`config.mk`:
```
export PLATFORM = sky130hd
export DESIGN_NAME = router_sync_n_flat
export DESIGN_NICKNAME = d
export VERILOG_FILES = /design/src/rtl/router_pkg.sv /design/src/rtl/router_sync_n_if.sv /design/src/rtl/router_timeout.sv /design/src/rtl/router_sync_n.sv /design/src/flat_wrapper.sv
export SDC_FILE = /design/constraint.sdc
export NUM_CORES = 1
export LEC_CHECK = 0
export CORE_MARGIN = 2
export CORE_UTILIZATION = 40
export DETAILED_ROUTE_END_ITERATION = 7
export GPL_ROUTABILITY_DRIVEN = 0
export PLACE_DENSITY = 0.68
export RECOVER_POWER = 25
export SLEW_MARGIN = 20
export SYNTH_ARGS = -nofsm -noshare
export SYNTH_HDL_FRONTEND = slang
export SYNTH_SLANG_ARGS = --single-unit
```
`constraint.sdc`:
```
create_clock -name clock -period 2.85 [get_ports clock]
set_input_delay 0.57 -clock clock [delete_from_list [all_inputs] [get_ports clock]]
set_output_delay 0.57 -clock clock [all_outputs]
set_load 0.01 [all_outputs]
```
`src/rtl/router_pkg.sv`:
```
// Shared defaults and helpers for the router synchronizer slice.
//   NUM_CH_DEF  : default number of output channels/FIFOs
//   ADDR_W_DEF  : default width of the header address field
//   TIMEOUT_DEF : default stall cycles before a channel soft reset
//   clog2()     : constant function used to size per-channel stall counters
package router_pkg;

  localparam int NUM_CH_DEF  = 3;
  localparam int ADDR_W_DEF  = 2;
  localparam int TIMEOUT_DEF = 30;

  // Smallest width w with 2**w >= value; sizes a counter holding 0..value-1.
  function automatic int clog2(input int value);
    int w;
    w = 0;
    while ((1 << w) < value) w++;
    return w;
  endfunction

endpackage

```
`src/rtl/router_sync_n_if.sv`:
```
// Bundle of handshake/status signals between the router FSM/FIFO side and
// the router synchronizer.
//   detect_add, data_in, write_enb_reg : header capture and write request
//   full, empty, read_enb              : per-FIFO status and consumer strobes
//   write_enb, fifo_full, addr_err     : decoded FIFO write side
//   vld_out, soft_reset                : per-channel valid and timeout pulse
// master drives the requests/status; slave is the synchronizer.
interface router_sync_n_if
  import router_pkg::*;
#(
  parameter int NUM_CH = NUM_CH_DEF,
  parameter int ADDR_W = ADDR_W_DEF
);

  logic              detect_add;
  logic [ADDR_W-1:0] data_in;
  logic              write_enb_reg;
  logic [NUM_CH-1:0] full;
  logic [NUM_CH-1:0] empty;
  logic [NUM_CH-1:0] read_enb;
  logic [NUM_CH-1:0] write_enb;
  logic              fifo_full;
  logic              addr_err;
  logic [NUM_CH-1:0] vld_out;
  logic [NUM_CH-1:0] soft_reset;

  modport master (
    output detect_add, data_in, write_enb_reg, full, empty, read_enb,
    input  write_enb, fifo_full, addr_err, vld_out, soft_reset
  );

  modport slave (
    input  detect_add, data_in, write_enb_reg, full, empty, read_enb,
    output write_enb, fifo_full, addr_err, vld_out, soft_reset
  );

endinterface

```
`src/rtl/router_timeout.sv`:
```
// One channel's stall watchdog. Counts cycles where the channel holds data
// (empty_i=0) and nobody reads it; after TIMEOUT such cycles it emits a
// one-cycle soft_reset_o pulse and restarts counting.
//   clock, resetn : clock and asynchronous active-low reset
//   empty_i       : FIFO empty flag for this channel
//   read_enb_i    : consumer read strobe for this channel
//   soft_reset_o  : registered one-cycle timeout pulse
module router_timeout
  import router_pkg::*;
#(
  parameter int TIMEOUT = TIMEOUT_DEF
) (
  input  logic clock,
  input  logic resetn,
  input  logic empty_i,
  input  logic read_enb_i,
  output logic soft_reset_o
);

  localparam int                 CNT_W    = clog2(TIMEOUT);
  localparam logic [CNT_W-1:0]   CNT_LAST = CNT_W'(TIMEOUT - 1);

  logic [CNT_W-1:0] count_q, count_d;
  logic             soft_reset_q, soft_reset_d;
  logic             stalled;

  assign stalled = ~empty_i & ~read_enb_i;

  always_comb begin
    // NOTE: every next-state variable gets a default before any branch, so
    // no path leaves it unassigned and no latch is inferred.
    count_d      = '0;
    soft_reset_d = 1'b0;
    if (stalled) begin
      // Terminal count pulses and restarts from zero rather than wrapping.
      if (count_q == CNT_LAST) soft_reset_d = 1'b1;
      else                     count_d      = count_q + CNT_W'(1);
    end
  end

  // NOTE: state registers use non-blocking assignments and clear on the
  // asynchronous reset, so a reset mid-stall restarts the timeout cleanly.
  always_ff @(posedge clock or negedge resetn) begin
    if (!resetn) begin
      count_q      <= '0;
      soft_reset_q <= 1'b0;
    end else begin
      count_q      <= count_d;
      soft_reset_q <= soft_reset_d;
    end
  end

  assign soft_reset_o = soft_reset_q;

endmodule

```
`src/rtl/router_sync_n.sv`:
```
// Router synchronizer: latches the packet destination from the header byte,
// decodes it into a one-hot FIFO write enable and the addressed full flag,
// flags out-of-range addresses, and runs an independent stall watchdog per
// output channel.
//   clock, resetn : clock and asynchronous active-low reset
//   bus (slave)   : detect_add/data_in/write_enb_reg/full/empty/read_enb in,
//                   write_enb/fifo_full/addr_err/vld_out/soft_reset out
module router_sync_n
  import router_pkg::*;
#(
  parameter int NUM_CH  = NUM_CH_DEF,
  parameter int ADDR_W  = ADDR_W_DEF,
  parameter int TIMEOUT = TIMEOUT_DEF
) (
  input  logic            clock,
  input  logic            resetn,
  router_sync_n_if.slave  bus
);

  logic [ADDR_W-1:0] addr_q, addr_d;
  logic              addr_err_q, addr_err_d;
  logic              addr_ok;
  logic [NUM_CH-1:0] write_enb;
  logic              fifo_full;
  logic [NUM_CH-1:0] soft_reset;

  // Header capture; the new address is only seen by the decode next cycle.
  always_comb begin
    addr_d     = addr_q;
    addr_err_d = addr_err_q;
    if (bus.detect_add) begin
      addr_d     = bus.data_in;
      addr_err_d = (int'(bus.data_in) >= NUM_CH);
    end
  end

  always_ff @(posedge clock or negedge resetn) begin
    if (!resetn) begin
      addr_q     <= '0;
      addr_err_q <= 1'b0;
    end else begin
      addr_q     <= addr_d;
      addr_err_q <= addr_err_d;
    end
  end

  assign addr_ok = (int'(addr_q) < NUM_CH);

  // Decode by comparison against each channel index so an out-of-range
  // address never indexes past the end of the full vector.
  always_comb begin
    write_enb = '0;
    fifo_full = 1'b0;
    for (int i = 0; i < NUM_CH; i++) begin
      if (addr_ok && (int'(addr_q) == i)) begin
        write_enb[i] = bus.write_enb_reg;
        fifo_full    = bus.full[i];
      end
    end
  end

  for (genvar g = 0; g < NUM_CH; g++) begin : g_ch
    router_timeout #(
      .TIMEOUT (TIMEOUT)
    ) u_timeout (
      .clock        (clock),
      .resetn       (resetn),
      .empty_i      (bus.empty[g]),
      .read_enb_i   (bus.read_enb[g]),
      .soft_reset_o (soft_reset[g])
    );
  end

  assign bus.write_enb  = write_enb;
  assign bus.fifo_full  = fifo_full;
  assign bus.addr_err   = addr_err_q;
  assign bus.vld_out    = ~bus.empty;
  assign bus.soft_reset = soft_reset;

endmodule

```
`src/flat_wrapper.sv`:
```
// flat-port wrapper written by rule: the top's interface ports become plain ports
module router_sync_n_flat import router_pkg::*;
#(
  parameter int NUM_CH  = NUM_CH_DEF,
  parameter int ADDR_W  = ADDR_W_DEF,
  parameter int TIMEOUT = TIMEOUT_DEF
)
  (clock, resetn, bus_detect_add, bus_data_in, bus_write_enb_reg, bus_full, bus_empty, bus_read_enb, bus_write_enb, bus_fifo_full, bus_addr_err, bus_vld_out, bus_soft_reset);
  router_sync_n_if #(.NUM_CH(NUM_CH), .ADDR_W(ADDR_W)) bus_i ();
  input  logic clock;
  input  logic resetn;
  input wire logic [$bits(bus_i.detect_add)-1:0] bus_detect_add;
  input wire logic [$bits(bus_i.data_in)-1:0] bus_data_in;
  input wire logic [$bits(bus_i.write_enb_reg)-1:0] bus_write_enb_reg;
  input wire logic [$bits(bus_i.full)-1:0] bus_full;
  input wire logic [$bits(bus_i.empty)-1:0] bus_empty;
  input wire logic [$bits(bus_i.read_enb)-1:0] bus_read_enb;
  output wire logic [$bits(bus_i.write_enb)-1:0] bus_write_enb;
  output wire logic [$bits(bus_i.fifo_full)-1:0] bus_fifo_full;
  output wire logic [$bits(bus_i.addr_err)-1:0] bus_addr_err;
  output wire logic [$bits(bus_i.vld_out)-1:0] bus_vld_out;
  output wire logic [$bits(bus_i.soft_reset)-1:0] bus_soft_reset;
  assign bus_i.detect_add = bus_detect_add;
  assign bus_i.data_in = bus_data_in;
  assign bus_i.write_enb_reg = bus_write_enb_reg;
  assign bus_i.full = bus_full;
  assign bus_i.empty = bus_empty;
  assign bus_i.read_enb = bus_read_enb;
  assign bus_write_enb = bus_i.write_enb;
  assign bus_fifo_full = bus_i.fifo_full;
  assign bus_addr_err = bus_i.addr_err;
  assign bus_vld_out = bus_i.vld_out;
  assign bus_soft_reset = bus_i.soft_reset;
  router_sync_n #(.NUM_CH(NUM_CH), .ADDR_W(ADDR_W), .TIMEOUT(TIMEOUT)) u_core (.clock(clock), .resetn(resetn), .bus(bus_i));
endmodule
```
==> reports/qor.csv <==
metric,value,unit
outcome,"finished, final reports clean",
yosysWarnings,0,
viasPerCell,4.72,
hold_violations,0,
yosysUniqueCellTypes,18,
period_share,84.0,%
num_antenna_cells,0,
cp-end-kind,output pin,
place_area,0.00122,sq mm
crit_chain,clkdlybuf4s50_1 > nor3b_1 > clkdlybuf4s50_1,
initial_utilization,42.5,%
fp.dieW,52.7,um
wire_per_inst,10.8,um
regArea,526,sq um
cts.sinks,21,
worstPathMaxFanout,3,
worst_pin_slew,1.10,ns
fin_nets,139,
slowest_delay,0.57,ns
path_buf_inv,2,
p_leak,0.562,nW
fp.coreArea,0.00223,sq mm
final_area,0.00124,sq mm
yosysTopAreaCellShare,55.3,%
fin_ws,0.457,ns
port_buffers,25,
grt_pass1_vias,671,
drive_above_1_share,4.27,%
num_rows,17,
avgSynthCellArea,10.6,sq um
tns,0,ns
syn_inst,90,
dpl.hpwl,1160,um
worstPathArrival,1.82,ns
synth_top_area_cell,dfrtp_1,
pin_count,26,
design.die.area,0.00278,sq mm
yosysSeqAreaShare,55.3,%
required,2.28,ns
synth_edf_count,0,
pwr_density_cell,419,mW/mm^2
drc,0,
syn-cell-area,950,sq um
fin_total_pwr,0.520,mW
wl,1560,um
nFillCells,204,
multi_input_area,375,sq um
synth_flop_cell,dfrtp_1,
setup_viol,0,
first_pass_iters,4,
area_growth,30.8,%
cp_top_family,buffers and inverters,
cts-htree-levels,1,
drv_cap,0,
ys_ff_latch,21,
postCtsSetupRepairBufs,0,
clock_skew,0.00482,ns
slew_headroom,26.5,%
clk_pin_slew,0.10,ns
crit_slowest_cell,clkdlybuf4s50_1,
grt_max_degree,22,
criticalPathCategory,input port to output pin,
worstHoldPathType,register to register,
grt_pass1_wl,2810,um
stdcell_count,145,
grt_remaining_overflow,0,
synth_common_cells,"21 x dfrtp_1, 19 x nor2_1, 7 x inv_1, 7 x nand3_1",
ys_async_sr_fraction,100,%
numCtsBuffers,3,
synthTopCellsByArea,"dfrtp_1 55%, ha_1 7.9%, nor2_1 7.5%",
layout_min_cycle_time,2.39,ns
vdd_drop_max,0.000242,V
synthesis.nets,111,
slew_viol_final,0,
clkLatencyLatePin,0.29,ns
cts_hold_buf,0,
clockRootBuffer,clkbuf_4,
max_freq,418,MHz
final_util,55.6,%
antenna_found_initial,0,
ant_nets,0,
cpMostUsedCell,clkdlybuf4s50_1,
grt_use_total,14.1,%
dp.cells,141,
drt_iter0_markers,6,
hold_ws,0.501,ns
pre_cts_slack,0.463,ns
start_kind,input port,
synth.most_common_cell,dfrtp_1,
clock_path_buffers,2,
cts.repair.resized,0,
cts_tree,yes,
fp.dieH,52.7,um
dr_total_vias,685,
rsz0062_at_grt,no,
==> state kept, by name (all words and copies together), names as in the netlist <==
signal	cells
u_core.g_ch.u_timeout.count_q	15
u_core.g_ch.u_timeout.soft_reset_o	3
u_core.bus.addr_err	1
u_core.addr_q	2
==> metal layers <==
metal  share of wire (%)  GRT usage, %  vias up
met2                  44          23.1       21
met5                   0             0        -
met1                  45          16.5      319
met4                 1.1          7.69        0
li1                    -             -      343
met3                 9.3          4.00        2
==> cell type report <==
class,count,area share (%)
Tap cell,28,2.82
Multi-Input combinational cell,59,30.2
Inverter,7,2.11
Clock buffer,4,2.11
Sequential cell,21,42.3
Timing Repair Buffer,26,20.4
==> where the power goes <==
part | switching [mW] | leakage, nW | total [mW] | internal (mW)
clock | 0.0822 | 0.0150 | 0.137 | 0.0544
sequential | 0.00857 | 0.285 | 0.314 | 0.306
combinational | 0.0281 | 0.262 | 0.0693 | 0.0413
==> final timing paths <==
check,slack [ns],to,from,cells past startpoint
min reg2reg,0.50,u_core.g_ch[0].u_timeout.count_q[0]$_DFF_PN0_,u_core.g_ch[0].u_timeout.count_q[0]$_DFF_PN0_,1
min,0.50,u_core.g_ch[0].u_timeout.count_q[0]$_DFF_PN0_,u_core.g_ch[0].u_timeout.count_q[0]$_DFF_PN0_,1
max in group asynchronous,1.21,u_core.g_ch[0].u_timeout.count_q[3]$_DFF_PN0_,resetn,2
max reg2reg,1.76,u_core.g_ch[1].u_timeout.count_q[4]$_DFF_PN0_,u_core.g_ch[1].u_timeout.count_q[0]$_DFF_PN0_,4
max,0.46,bus_write_enb[0],bus_write_enb_reg,3
min in group asynchronous,0.99,u_core.g_ch[1].u_timeout.count_q[0]$_DFF_PN0_,resetn,2
==> worst reg2reg max path, cell delays in order (launching register included) <==
cell,delay (ns)
dfrtp_1,0.43
ha_1,0.24
nand3_1,0.09
xor2_1,0.17
nor2_1,0.06
==> kinds of logic (layout without fill, tap and decap cells) <==
family                     count (synthesis)  in the layout  share of synthesized area [%]
and+or+nand+nor                           39             39                           18.8
DFF                                       21             21                           55.3
buffers and inverters                     10             37                           5.14
xor gates and xnor gates                   9              9                           8.30
adders and majority gates                  6              6                           7.90
muxes                                      3              3                           3.43
AOI/OAI and AO/OA                          2              2                           1.05
==> cells in the final DEF, fill, tap and decap left out <==
cell type         n
o21ai_1           1
nand3_1           7
clkbuf_1          2
inv_1             7
nor3b_1           1
nor3_1            3
mux2i_1           1
o21ai_0           1
clkdlybuf4s50_1  24
nor2_1           19
clkbuf_4          3
nand2_1           4
xor2_1            6
xnor2_1           3
mux2_2            2
nand3b_1          1
dlygate4sd3_1     1
and3b_1           1
nand4_1           3
ha_1              6
dfrtp_1          21
(Power assumes the default switching activity.)
